===== src/rtl/int_pin_conditioner.sv =====
// int_pin_conditioner
//   Conditions a PmodACL2 interrupt pin (INT1/INT2) after the two-flop
//   synchroniser: a stability filter qualifies the pin level, rise/fall pulses
//   mark changes of the filtered level, and sticky pending/overflow flags let
//   the SoC interrupt/status logic poll and clear.
//
// Parameters
//   FILTER_CYCLES  consecutive differing samples needed to accept a new level
//   CNT_W          qualify counter width
//   EDGE_SEL       active edge for pending: 0=rise, 1=fall, 2=both
//   INIT_LEVEL     filtered level loaded on reset
//
// Ports
//   C        in   clock, all logic on posedge
//   R        in   synchronous reset, active-high
//   D        in   synchronised pin level
//   enable   in   1 = active edges may set pending
//   clear    in   1-cycle strobe, clears pending and overflow
//   level    out  filtered pin level
//   rise     out  1-cycle pulse, filtered level 0->1
//   fall     out  1-cycle pulse, filtered level 1->0
//   pending  out  sticky: active edge seen while enabled
//   overflow out  sticky: active edge seen while pending already set
module int_pin_conditioner #(
  parameter int unsigned FILTER_CYCLES = 4,
  parameter int unsigned CNT_W         = 8,
  parameter int unsigned EDGE_SEL      = 0,
  parameter logic        INIT_LEVEL    = 1'b0
) (
  input  logic C,
  input  logic R,
  input  logic D,
  input  logic enable,
  input  logic clear,
  output logic level,
  output logic rise,
  output logic fall,
  output logic pending,
  output logic overflow
);

  typedef enum logic {
    STABLE,
    QUALIFY
  } state_t;

  localparam logic [CNT_W-1:0] CNT_LAST = CNT_W'(FILTER_CYCLES - 1);

  if ((FILTER_CYCLES == 0) ||
      (64'(FILTER_CYCLES) > ((64'd1 << CNT_W) - 64'd1))) begin : g_bad_filter
    $error("int_pin_conditioner: FILTER_CYCLES=%0d outside 1..2**CNT_W-1",
           FILTER_CYCLES);
  end

  state_t           state, state_next;
  logic [CNT_W-1:0] cnt, cnt_next;
  logic             level_next;
  logic             rise_next, fall_next;
  logic             act_edge;
  logic             pending_next, overflow_next;

  always_comb begin
    state_next = state;
    cnt_next   = cnt;
    level_next = level;
    unique case (state)
      STABLE: begin
        if (D != level) begin
          // A single-sample filter accepts the new level immediately.
          if (FILTER_CYCLES == 1) begin
            level_next = D;
          end else begin
            state_next = QUALIFY;
            cnt_next   = CNT_W'(1);
          end
        end else begin
          cnt_next = '0;
        end
      end
      QUALIFY: begin
        if (D == level) begin
          state_next = STABLE;
          cnt_next   = '0;
        end else if (cnt == CNT_LAST) begin
          level_next = D;
          cnt_next   = '0;
          state_next = STABLE;
        end else begin
          cnt_next = cnt + 1'b1;
        end
      end
    endcase
  end

  always_comb begin
    rise_next = level_next & ~level;
    fall_next = ~level_next & level;

    case (EDGE_SEL)
      0:       act_edge = rise_next;
      1:       act_edge = fall_next;
      default: act_edge = rise_next | fall_next;
    endcase

    // A new edge beats a simultaneous clear for pending; overflow only
    // records an edge that landed on an already-pending flag not being cleared.
    pending_next = pending;
    if (act_edge && enable) begin
      pending_next = 1'b1;
    end else if (clear) begin
      pending_next = 1'b0;
    end

    overflow_next = overflow;
    if (act_edge && enable && pending && !clear) begin
      overflow_next = 1'b1;
    end else if (clear) begin
      overflow_next = 1'b0;
    end
  end

  always_ff @(posedge C) begin
    if (R) begin
      state    <= STABLE;
      cnt      <= '0;
      level    <= INIT_LEVEL;
      rise     <= 1'b0;
      fall     <= 1'b0;
      pending  <= 1'b0;
      overflow <= 1'b0;
    end else begin
      state    <= state_next;
      cnt      <= cnt_next;
      level    <= level_next;
      rise     <= rise_next;
      fall     <= fall_next;
      pending  <= pending_next;
      overflow <= overflow_next;
    end
  end

endmodule


===== config.mk =====
export PLATFORM = sky130hd
export DESIGN_NAME = int_pin_conditioner
export DESIGN_NICKNAME = d
export VERILOG_FILES = /design/src/rtl/int_pin_conditioner.sv
export SDC_FILE = /design/constraint.sdc
export NUM_CORES = 1
export LEC_CHECK = 0
export ABC_AREA = 1
export CORE_AREA = 4 4 41 43
export CTS_CLUSTER_DIAMETER = 150
export CTS_CLUSTER_SIZE = 20
export DETAILED_ROUTE_END_ITERATION = 6
export DIE_AREA = 0 0 45 47
export HOLD_SLACK_MARGIN = 0.15
export PLACE_DENSITY = 0.78
export RECOVER_POWER = 100
export SYNTH_ARGS = -nofsm -noshare
export SYNTH_HDL_FRONTEND = slang
export SYNTH_SLANG_ARGS = --single-unit

===== constraint.sdc =====
create_clock -name C -period 2.35 [get_ports C]
set_input_delay 0.3525 -clock C [delete_from_list [all_inputs] [get_ports C]]
set_output_delay 0.3525 -clock C [all_outputs]
set_load 0.005 [all_outputs]

==> results.toml <==
[run_status]
status = "finished clean"

[critical_path]
endpoint_kind = "flip-flop"
crit_type = "flip-flop to flip-flop"
crit_arrival_ps = 1860
critPathRequiredTime_ps = 2510
ff2ff_setup_slack_ps = 640
path_max_fanout = 7
critPathLaunchType = "flip-flop"

[synthesis]
synth_cell_type_count = 18
postSynthCellCount = 82
synth-seq-cells = 14
synth_top_area_share_pct = 41.6
yosysWarnings = 0
ys_seq_area_share_pct = 41.6
synth_area_leaders = "dfxtp_1 42%, nor2_2 11%, nand2_1 8.4%"
synth_top_area_cell = "dfxtp_1"
syn_nets = 88
avgSynthCellArea_um2 = 8.21
syn_area_um2 = 673

[power]
leakage_nw = 0.316
switchingPower_w = 0.0000863
p_clk_share_pct = 33.4
internal_power_w = 0.000308
comb_power_share_pct = 5.2
sw_frac_of_total_pct = 21.9
seqPwrFrac_pct = 61.4
p_per_area_nw_per_um2 = 514
ir_drop_mv = 0.282

[detailed_routing]
routed_wl_um = 1150
wl_met3_um = 31
viasPerCell = 4.94
maxUsedRoutingLayer = "met4"
routedWlPerCell_um = 10.5
ant_nets = 0
drc = 0
routed-wl-met2_um = 550
drt_iter0_drc = 0
dr.pass1.iters = 1
wl_met1_um = 541
via_count = 538

[floorplanning]
ios = 10
rows = 13
start_util_pct = 51.7
die_h_um = 47
design.core.area_um2 = 1300
dieWidth_um = 45
die_area_um2 = 2120

[place]
post-dp-hpwl_um = 936
gp_congestion = 0.756
placement.io_buffers = 9

[finish]
n_antenna_cell = 0
drive_above_1_share_pct = 22.3
mostFrequentLayoutCells = "16 x nand2_1, 14 x dfxtp_1, 12 x nor2_2"
layout-area-overhead-vs-synth_pct = 13.9
nets = 102
utilization_pct = 58.9
final_common_cell = "nand2_1"
nFillCells = 127

[timing]
finalSetupViolations = 0
final.period_utilization_pct = 72.6
slew_headroom_pct = 55.8
fin_skew_ps = 6.58
rsz0062_at_grt = "false"
worstMarginPinSlew_ps = 660
fmax_mhz = 586
period_needed_ps = 1710
fin_setup_tns_ps = 0
slew_viol_final = 0
hold_viol_final = 0

[clock_network]
clk_pin_slew_ps = 80
cts_buffers = 3
cts_setup_buffers = 0
clk_path_buf_depth = 2
htree_levels = 1
cts_tree = "built"
cts_resized = 0
postCtsHoldBufs = 0
clock-root-buffer = "clkbuf_4"
worstSkewPairLatency_ps = 280
cts.sinks = 14

[global_route]
grt_pass1_vias = 496
grt.overflow.total = 0
grt_max_degree = 8
grt_pass1_wl_um = 1960
grt_usage_pct = 13.3
antenna_found_initial = 0

[run]
cap_violations = 0

[hold_path]
hp-class = "flip-flop to flip-flop"
==> routing by layer <==
layer | global-route usage [%] | vias up
li1 | - | 282
met1 | 15.5 | 245
met2 | 20.6 | 7
met3 | 4.60 | 4
met4 | 8.77 | 0
met5 | 0 | -
==> logic make-up after synthesis <==
logic type / share of synthesized area [%]
XOR/XNOR: 5.21
adder cells (fa/ha/maj): 1.86
buffers and inverters: 6.51
AND/OR/NAND/NOR: 42.0
flip-flops: 41.6
AO/OA/AOI/OAI: 2.79
==> state kept, by name (all words and copies together) (netlist names) <==
name      count
cnt           8
fall          1
level         1
overflow      1
pending       1
rise          1
state         1
==> metrics by stage <==
step                      hold slack (ps)  instance area, µm²  setup slack (ps)  std cells  power, W
after floorplan                       422                 673              1210         82  0.000258
after global placement                443                 782               852        106  0.000269
after detailed placement              458                 782               797        106  0.000270
after CTS                             471                 805               828        109  0.000400
after global routing                  493                 767               485        109  0.000416
final                                 465                 767               643        109  0.000395
==> final cells by class <==
type	instances	area, µm²	area share, %
Multi-Input combinational cell	57	312	40.6
Timing Repair Buffer	9	90.1	11.7
Sequential cell	14	280	36.5
Inverter	11	43.8	5.71
Clock buffer	3	22.5	2.94
Tap cell	15	18.8	2.45
==> worst max-delay path: stages, from the launching register on <==
cell	delay (ps)
dfxtp_1	370
ha_1	250
nand2_2	60
nor2_1	520
inv_4	20
nand2_1	290
nor2_2	70
==> Yosys cell counts <==
cell type	instances
a21oi_1	2
dfxtp_1	14
ha_1	1
inv_1	10
inv_4	1
nand2_1	15
nand2_2	3
nand2_4	2
nand3_1	3
nand3_2	1
nand4_1	3
nor2_1	7
nor2_2	12
nor2_8	1
nor3_2	2
o21ai_2	1
xnor2_1	3
xor2_1	1
==> power groups by stage <==
stage | clock (W) | combinational, W | sequential [W]
floorplan | 0 | 0.0000112 | 0.000247
detailed placement | 0 | 0.0000218 | 0.000248
global route | 0.000150 | 0.0000232 | 0.000243
global placement | 0 | 0.0000210 | 0.000248
CTS | 0.000136 | 0.0000218 | 0.000242
finish | 0.000132 | 0.0000205 | 0.000242
==> worst paths after layout <==
check / start / endpoint / depth (start not counted)
setup / recovery: cnt[0] / cnt[5] / 6
hold / removal: overflow / overflow / 2
setup reg to reg: cnt[0] / cnt[5] / 6
hold reg to reg: overflow / overflow / 2
(Power assumes the default switching activity.)
